### config.mk
export PLATFORM = sky130hd
export DESIGN_NAME = xadc_drp_ctrl
export DESIGN_NICKNAME = d
export VERILOG_FILES = /design/src/rtl/xadc_pkg.sv /design/src/rtl/xadc_drp_arb.sv /design/src/rtl/xadc_drp_ctrl.sv
export SDC_FILE = /design/constraint.sdc
export NUM_CORES = 1
export LEC_CHECK = 0
export ABC_AREA = 1
export CORE_MARGIN = 8
export CORE_UTILIZATION = 47
export DETAILED_ROUTE_END_ITERATION = 7
export PLACE_DENSITY = 0.85
export SLEW_MARGIN = 40
export SYNTH_ARGS = -nofsm -noshare
export SYNTH_HDL_FRONTEND = slang
export SYNTH_SLANG_ARGS = --single-unit
### constraint.sdc
create_clock -name clk_78MHz_i -period 2.6 [get_ports clk_78MHz_i]
set_input_delay 0.26 -clock clk_78MHz_i [delete_from_list [all_inputs] [get_ports clk_78MHz_i]]
set_output_delay 0.26 -clock clk_78MHz_i [all_outputs]
set_load 0.05 [all_outputs]
### src/rtl/xadc_pkg.sv
// Shared types and constants for the XADC DRP controller.
//   state_e : DRP sequencer FSM states
//   req_e   : which requester owns the current DRP transaction
//   ADDR_*  : XADC DRP register addresses used by the sample path and host
package xadc_pkg;

  typedef enum logic [1:0] {
    ST_IDLE  = 2'd0,
    ST_ISSUE = 2'd1,
    ST_WAIT  = 2'd2
  } state_e;

  typedef enum logic {
    REQ_SAMPLE = 1'b0,
    REQ_HOST   = 1'b1
  } req_e;

  localparam logic [6:0] ADDR_VAUX6_STATUS = 7'h16;
  localparam logic [6:0] ADDR_CONFIG0      = 7'h40;
  localparam logic [6:0] ADDR_CONFIG1      = 7'h41;
  localparam logic [6:0] ADDR_CONFIG2      = 7'h42;
  localparam logic [6:0] ADDR_SEQ_CHSEL    = 7'h49;

endpackage

### src/rtl/xadc_drp_arb.sv
// Two-requester grant logic for the shared DRP.
//   clk, srst  : clock and synchronous active-high reset
//   enable     : high while the sequencer can accept a new transaction
//   sample_req : a sample read is pending
//   host_req   : the host port is requesting
//   grant_valid: a grant is made this cycle
//   grant_host : 1 = host granted, 0 = sample granted (valid with grant_valid)
// Samples normally win; after a sample grant a waiting host goes next so a
// steady EOC stream cannot starve the host.
module xadc_drp_arb (
  input  logic clk,
  input  logic srst,
  input  logic enable,
  input  logic sample_req,
  input  logic host_req,
  output logic grant_valid,
  output logic grant_host
);

  // 1 when the most recent grant went to the sample path; reset = host.
  logic last_sample_reg;

  always_comb begin
    grant_valid = enable & (sample_req | host_req);
    grant_host  = host_req & (~sample_req | last_sample_reg);
  end

  always_ff @(posedge clk) begin
    if (srst) begin
      last_sample_reg <= 1'b0;
    end else if (grant_valid) begin
      last_sample_reg <= ~grant_host;
    end
  end

endmodule

### src/rtl/xadc_drp_ctrl.sv
// XADC DRP sequencer: turns each EOC pulse into a DRP read of SAMPLE_ADDR
// and shares the DRP with a host register port.
//   clk_78MHz_i, reset_i          : clock (also XADC dclk) and sync reset
//   eoc_i                         : end-of-conversion pulse
//   host_req_i/we/addr/wdata      : host request (level, held until ack)
//   host_ack_o/err_o/rdata_o      : host completion pulse, timeout flag, read data
//   sample_o/valid/overrun/timeout: sample word and status pulses
//   drp_*                         : registered DRP master interface
module xadc_drp_ctrl
  import xadc_pkg::*;
#(
  parameter logic [6:0] SAMPLE_ADDR    = ADDR_VAUX6_STATUS,
  parameter int         TIMEOUT_CYCLES = 64
) (
  input  logic        clk_78MHz_i,
  input  logic        reset_i,
  input  logic        eoc_i,
  input  logic        host_req_i,
  input  logic        host_we_i,
  input  logic [6:0]  host_addr_i,
  input  logic [15:0] host_wdata_i,
  output logic        host_ack_o,
  output logic        host_err_o,
  output logic [15:0] host_rdata_o,
  output logic [15:0] sample_o,
  output logic        sample_valid_o,
  output logic        sample_overrun_o,
  output logic        sample_timeout_o,
  output logic        drp_den_o,
  output logic        drp_dwe_o,
  output logic [6:0]  drp_daddr_o,
  output logic [15:0] drp_di_o,
  input  logic [15:0] drp_do_i,
  input  logic        drp_drdy_i
);

  localparam int CNT_W = $clog2(TIMEOUT_CYCLES + 1);

  state_e             state_reg, state_next;
  req_e               cur_req_reg, cur_req_next;
  logic               cur_we_reg, cur_we_next;
  logic               sample_pend_reg, sample_pend_next;
  logic [CNT_W-1:0]   cnt_reg, cnt_next;
  logic               den_reg, den_next;
  logic               dwe_reg, dwe_next;
  logic [6:0]         daddr_reg, daddr_next;
  logic [15:0]        di_reg, di_next;
  logic               ack_reg, ack_next;
  logic               err_reg, err_next;
  logic [15:0]        rdata_reg, rdata_next;
  logic [15:0]        sample_reg, sample_next;
  logic               valid_reg, valid_next;
  logic               overrun_reg, overrun_next;
  logic               timeout_reg, timeout_next;

  logic host_req_eff;
  logic grant_valid;
  logic grant_host;
  logic sample_in_flight;

  // During the ack cycle the host still holds its old request; it only
  // counts as a new request from the following cycle on.
  assign host_req_eff     = host_req_i & ~ack_reg;
  assign sample_in_flight = (state_reg != ST_IDLE) && (cur_req_reg == REQ_SAMPLE);

  xadc_drp_arb u_arb (
    .clk        (clk_78MHz_i),
    .srst       (reset_i),
    .enable     (state_reg == ST_IDLE),
    .sample_req (sample_pend_reg),
    .host_req   (host_req_eff),
    .grant_valid(grant_valid),
    .grant_host (grant_host)
  );

  always_comb begin
    state_next   = state_reg;
    cur_req_next = cur_req_reg;
    cur_we_next  = cur_we_reg;
    cnt_next     = cnt_reg;
    den_next     = 1'b0;
    dwe_next     = 1'b0;
    daddr_next   = daddr_reg;
    di_next      = di_reg;
    ack_next     = 1'b0;
    err_next     = 1'b0;
    rdata_next   = rdata_reg;
    sample_next  = sample_reg;
    valid_next   = 1'b0;
    timeout_next = 1'b0;

    // A new EOC merges with any read still pending or in flight.
    overrun_next = eoc_i & (sample_pend_reg | sample_in_flight);

    // Set beats clear: an EOC in the grant cycle re-arms the request.
    sample_pend_next = sample_pend_reg;
    if (grant_valid && !grant_host) sample_pend_next = 1'b0;
    if (eoc_i)                      sample_pend_next = 1'b1;

    case (state_reg)
      ST_IDLE: begin
        if (grant_valid) begin
          state_next = ST_ISSUE;
          den_next   = 1'b1;
          if (grant_host) begin
            cur_req_next = REQ_HOST;
            cur_we_next  = host_we_i;
            dwe_next     = host_we_i;
            daddr_next   = host_addr_i;
            di_next      = host_wdata_i;
          end else begin
            cur_req_next = REQ_SAMPLE;
            cur_we_next  = 1'b0;
            daddr_next   = SAMPLE_ADDR;
            di_next      = 16'h0000;
          end
        end
      end
      ST_ISSUE: begin
        state_next = ST_WAIT;
        cnt_next   = '0;
      end
      ST_WAIT: begin
        if (drp_drdy_i) begin
          state_next = ST_IDLE;
          if (cur_req_reg == REQ_HOST) begin
            ack_next = 1'b1;
            if (!cur_we_reg) rdata_next = drp_do_i;
          end else begin
            sample_next = drp_do_i;
            valid_next  = 1'b1;
          end
        end else if (cnt_reg == CNT_W'(TIMEOUT_CYCLES)) begin
          state_next = ST_IDLE;
          if (cur_req_reg == REQ_HOST) begin
            ack_next = 1'b1;
            err_next = 1'b1;
          end else begin
            timeout_next = 1'b1;
          end
        end else begin
          cnt_next = cnt_reg + CNT_W'(1);
        end
      end
      default: state_next = ST_IDLE;
    endcase
  end

  always_ff @(posedge clk_78MHz_i) begin
    if (reset_i) begin
      state_reg       <= ST_IDLE;
      cur_req_reg     <= REQ_HOST;
      cur_we_reg      <= 1'b0;
      sample_pend_reg <= 1'b0;
      cnt_reg         <= '0;
      den_reg         <= 1'b0;
      dwe_reg         <= 1'b0;
      daddr_reg       <= 7'h00;
      di_reg          <= 16'h0000;
      ack_reg         <= 1'b0;
      err_reg         <= 1'b0;
      rdata_reg       <= 16'h0000;
      sample_reg      <= 16'h0000;
      valid_reg       <= 1'b0;
      overrun_reg     <= 1'b0;
      timeout_reg     <= 1'b0;
    end else begin
      state_reg       <= state_next;
      cur_req_reg     <= cur_req_next;
      cur_we_reg      <= cur_we_next;
      sample_pend_reg <= sample_pend_next;
      cnt_reg         <= cnt_next;
      den_reg         <= den_next;
      dwe_reg         <= dwe_next;
      daddr_reg       <= daddr_next;
      di_reg          <= di_next;
      ack_reg         <= ack_next;
      err_reg         <= err_next;
      rdata_reg       <= rdata_next;
      sample_reg      <= sample_next;
      valid_reg       <= valid_next;
      overrun_reg     <= overrun_next;
      timeout_reg     <= timeout_next;
    end
  end

  assign drp_den_o        = den_reg;
  assign drp_dwe_o        = dwe_reg;
  assign drp_daddr_o      = daddr_reg;
  assign drp_di_o         = di_reg;
  assign host_ack_o       = ack_reg;
  assign host_err_o       = err_reg;
  assign host_rdata_o     = rdata_reg;
  assign sample_o         = sample_reg;
  assign sample_valid_o   = valid_reg;
  assign sample_overrun_o = overrun_reg;
  assign sample_timeout_o = timeout_reg;

endmodule

* After elaboration in Yosys (flattened, before gate mapping)
Cells that the tools add are included.
Widths: inputs -> output; s select.
** Word-level totals
- Register bits after elaboration :: 75
- Input bits :: 45
- Word-level logic and storage cells :: 78
** Operators by class
- Add/sub/neg operators :: 1
- Equal/unequal tests :: 7
- Mux-type cells :: 18
- Bitwise gates (word level) :: 17
- Reductions and logical operators :: 18
** Operators by type and width (count)
- $mux 7 :: 3
- $mux 16 :: 1
- $pmux 7 s2 :: 1
- $not 1->1 :: 10
- $mux 1 :: 9
- $reduce_or 3->1 :: 3
- $add 7x1->7 const B :: 1
- $eq 7x7->1 const B :: 1
- $mux 2 :: 3
- $ne 2x2->1 const B :: 3
- $pmux 2 s3 :: 1
- $reduce_and 3->1 :: 2
- $reduce_bool 2->1 :: 3
- $and 1x1->1 :: 4
- $reduce_and 2->1 :: 2
- $reduce_and 4->1 :: 1
- $reduce_or 2->1 :: 2
- $reduce_or 4->1 :: 1
- $ne 3x3->1 const B :: 1
- $or 1x1->1 :: 3
- $eq 2x1->1 const B :: 1
- $eq 2x2->1 const B :: 1
- $logic_and 1x1->1 :: 2
- $logic_not 2->1 :: 1
- $logic_not 1->1 :: 1

* Longest topological paths before layout
- Word-level depth :: 7
- Gate-level depth with buffers :: 9
- Depth with buffers taken out :: 9

* Hierarchy
A second synthesis with hierarchy kept.
** Unflattened totals
- Cells, all modules :: 366
- Area, all modules :: 2855.2 µm²
** By module, submodules not included
- xadc_drp_ctrl :: times used 1, cells each 354, area each 2786.4 µm², seq. area each 1481.4 µm²
- xadc_drp_arb :: times used 1, cells each 12, area each 68.8 µm², seq. area each 20.0 µm²

* Least setup slack after synthesis
Ideal clock, no wire load.
- Kind :: register -> register
- Start point :: register ack_reg (netlist: host_ack_o)
- End point :: register daddr_reg[0] (netlist: drp_daddr_o[0])
- Library setup time :: 0.070 ns
- Arrival time :: 1.451 ns
- Required time :: 2.530 ns
- Slack :: 1.079 ns
- Cell stages (with the launch flop) :: 6
- Path buffers :: 1
- Clock period less this slack :: 1.521 ns
- Cells stage by stage :: dfxtp_1 -> nor2_1 -> o21ai_0 -> buf_2 -> nand2_1 -> a21oi_1
** On the way
- Word-level cells in the longest chain between the ends :: 5
- Elaborated cells between the ends (all ways) :: 7
- Classes of those cells :: mux: 1; bitwise: 5; reduce/logical: 1
** Ends and longest elaborated chain
- from (decl) :: line xadc_drp_ctrl.sv:48 : logic ack_reg, ack_next;
- from (signal assigned) :: line xadc_drp_ctrl.sv:177 : ack_reg <= ack_next;
- $not 1->1 (*) :: line xadc_drp_ctrl.sv:63 : assign host_req_eff = host_req_i & ~ack_reg;
- $and 1x1->1 (*) :: line xadc_drp_ctrl.sv:63
- $or 1x1->1 :: line xadc_drp_arb.sv:24 : grant_valid = enable & (sample_req | host_req);
- $and 1x1->1 :: line xadc_drp_arb.sv:24
- $reduce_and 2->1 (no source line)
- to (signal assigned) :: line xadc_drp_ctrl.sv:175 : daddr_reg <= daddr_next;
- to (decl) :: line xadc_drp_ctrl.sv:46 : logic [6:0] daddr_reg, daddr_next;
Every way passes the cells marked *; elsewhere a longest branch is shown, timed or not.
A chain may end at the register's enable or synchronous reset.

* Final worst setup path
- Start point :: register sample_reg[13] (netlist: sample_o[13])
- End point :: output port sample_o[13]
** RTL lines
- from (decl) :: line xadc_drp_ctrl.sv:51 : logic [15:0] sample_reg, sample_next;
- from (signal assigned) :: line xadc_drp_ctrl.sv:180 : sample_reg <= sample_next;
- to (decl) :: line xadc_drp_ctrl.sv:25 : output logic [15:0] sample_o,
No word-level cell between the ends.

==> results.md <==
- Register clock-pin slew on the reported worst setup and hold paths: 70 ps
- Vias per cell: 4.982
- Mapped Area: 2806 um2
- Largest net degree at the start of global routing: 44
- Clock Skew: 10.49 ps
- First-pass detailed-route iteration total: 5
- Worst Setup Slack, final: 814.9 ps
- Area delta synth->final: 45.83%
- Worst r2r dst: cnt_reg[6]$_SDFFE_PP0P_
- DRT antenna net count: 0
- Unrepaired setup endpoints after global routing: false
- Gpl congestion: 0.8615
- Ports: 107
- Syn Area/Cell: 7.731 um2
- Cts repair resizes: 0
- Avg WL per Cell: 14.09 um
- Setup crit end: sample_o[13]
- Final count of negative-setup-slack endpoints: 0
- DIE WIDTH: 93.28 um
- Setup crit start: sample_o[13]$_SDFFE_PP0P_
- Type of the worst setup path: reg -> out
- H-tree levels: 3
- CP Data Required Time: 2340 ps
- Worst VDD drop: 0.4018 mV
- Area of the multi-input gates: 1140 um2
- Fin crit period: 1785 ps
- Slew Viols, Final: 0
- Worst r2r src: cnt_reg[0]$_SDFFE_PP0P_
- Ant diodes: 0
- Row count: 28
- Die height: 93.28 um
- TritonCTS clock tree: yes
- Status: complete, no violations
- HP Class: reg -> reg
- Crit path cell chain: clkdlybuf4s50_1
- Hold_buf cts: 0
- Maximum fanout along the worst path: 2
- Initial DRC Count: 148
- WP buf/inv: 1
- FF+latch area: 1501 um2
- Total global routing overflow: 0
- Nets: 517
- Post-Syn Nets: 410
- Worst EP arrival: 1530 ps
- Crit end category: primary output
- Worst skew pair latency: 340 ps
- CTS Buffer Depth: 2
- Leakage dissipation: 1.593 nW
- Via count: 2735
- Max-cap violations: 0
- Ys Warns: 0
- Synth cell types: 23
- Total CTS buffers: 9
- Core footprint: 5851 um2
- CTS root buffer: clkbuf_8
- CP Launch Type: flop
- Reg2Reg Depth: 9
- Crit path largest cell delay: 830 ps
- Post-synthesis register bit count: 75
- Pre-CTS setup slack: 598.3 ps
- DR DRC count: 0
- Tot Pwr: 2.523 mW
- Initial Utilization: 0.4797
- Fraction of layout instances using a drive strength above 1: 0.08228
- Final Hold Viols: 0
- Die area: 8700 um2
- Clk sinks: 75
- Synth top area cells: dfxtp_1 53%, nor2_1 11%, nand2_1 9.4%
- Fillcell total: 478
- Actual slew at the worst max-slew pin: 704.3 ps
- Slowest cell on crit path: clkdlybuf4s50_1
- R2r setup slk: 960 ps
- Post-CTS Repair Setup Buffers: 0
- Post-DP HPWL: 5645 um
- Fin Setup TNS: 0 ps
- Post-Syn Instances: 363
- Max Fclk: 0.5602 GHz
- Stages on worst setup path: 1
- Post-synth top area share: 0.5350
- Total wire length: 7737 um
- PwrDens: 616.6 nW/um2
- Slew HR: 0.5273
- Fin crit share: 0.6866
- Port bufs: 106
- First-pass GRT wire length: 12660 um
- Vias in the first global route: 2635
- Yosys top cell by area: dfxtp_1
- Overall Global Routing Usage: 0.1805
- Initial antenna violation count: 0
- Crit-path leading delay family: buffers and inverters
- Post-synthesis sequential area ratio: 0.5350
-- report_power, final --
part	switching, mW	internal (mW)
Combinational	0.315	0.184
Sequential	0.0333	1.20
Clock	0.396	0.391
-- cell type report --
type,count,area share
Clock inverter,4,0.006420
Clock buffer,11,0.03699
Inverter,21,0.01987
Multi-Input combinational cell,252,0.2785
Tap cell,75,0.02293
Timing Repair Buffer,111,0.2684
Sequential cell,75,0.3669
-- layout by cell type, fill, tap and decap left out --
cell,Yosys,layout
a211oi_1,1,1
a21oi_1,30,30
buf_4,0,5
clkbuf_8,0,11
clkdlybuf4s50_1,0,106
clkinv_2,0,2
clkinv_4,0,1
clkinvlp_4,0,1
dfxtp_1,75,75
ha_1,2,2
inv_1,16,16
inv_2,4,4
inv_4,1,1
nand2_1,70,70
nand3_1,11,11
nand3_2,2,2
nand3b_1,2,2
nand4_1,1,1
nor2_1,80,80
nor2_2,10,10
nor2_4,1,1
nor3_1,1,1
nor3_4,1,1
o211ai_1,1,1
o21ai_0,29,28
o21ai_1,10,11
-- tightest hold or removal path, cell delays in order, from the launching register on --
cell	delay [ps]
dfxtp_1	310
nand2_1	60
a21oi_1	50
-- cells by family after synthesis --
kind of cell	count (synthesis)	share of synthesized area
AOI/OAI and AO/OA	71	0.1284
DFF	75	0.5350
and+or+nand+nor	179	0.2688
adders and majority gates	2	0.008915
buffers and inverters	36	0.05885
-- how the worst min path moves through the flow --
stage | from | to | slack, ps | depth (start not counted)
finish | drp_di_o[12]$_SDFFE_PP0P_ | drp_di_o[12]$_SDFFE_PP0P_ | 460 | 2
global route | drp_di_o[0]$_SDFFE_PP0P_ | drp_di_o[0]$_SDFFE_PP0P_ | 480 | 2
detailed placement | drp_di_o[12]$_SDFFE_PP0P_ | drp_di_o[12]$_SDFFE_PP0P_ | 450 | 2
floorplan | drp_do_i[10] | sample_o[10]$_SDFFE_PP0P_ | 390 | 2
CTS | drp_di_o[12]$_SDFFE_PP0P_ | drp_di_o[12]$_SDFFE_PP0P_ | 470 | 2
global placement | drp_di_o[12]$_SDFFE_PP0P_ | drp_di_o[12]$_SDFFE_PP0P_ | 450 | 2
-- routing by layer --
metal  up-vias  GRT usage  routed length, um
met1      1229     0.2064               3140
met4         0    0.07383                111
met5         -          0                  0
met3        10    0.07612                846
li1       1382          -                  -
met2       114     0.2902               3640
-- per-stage QoR --
stage,util,area [um2],instances,hold WS [ps]
2_1_floorplan,-,2806,363,388.2
4_1_cts,0.6995,4093,549,466.0
5_1_grt,0.6995,4093,549,481.7
3_5_place_dp,0.6692,3915,534,454.7
3_3_place_gp,0.6692,3915,534,446.1
6_report,0.6995,4093,549,464.5
-- synthesized netlist by cell type --
cell type   n
nor2_2     10
o21ai_0    29
inv_2       4
nand4_1     1
a211oi_1    1
nand3b_1    2
inv_1      16
nor2_4      1
buf_6       3
nand3_1    11
nand3_2     2
nor3_4      1
inv_4       1
buf_2       4
o211ai_1    1
dfxtp_1    75
nand2_1    70
ha_1        2
a21oi_1    30
nor3_1      1
nor2_1     80
o21ai_1    10
clkbuf_1    8
Power figures use the tool's default switching activity.
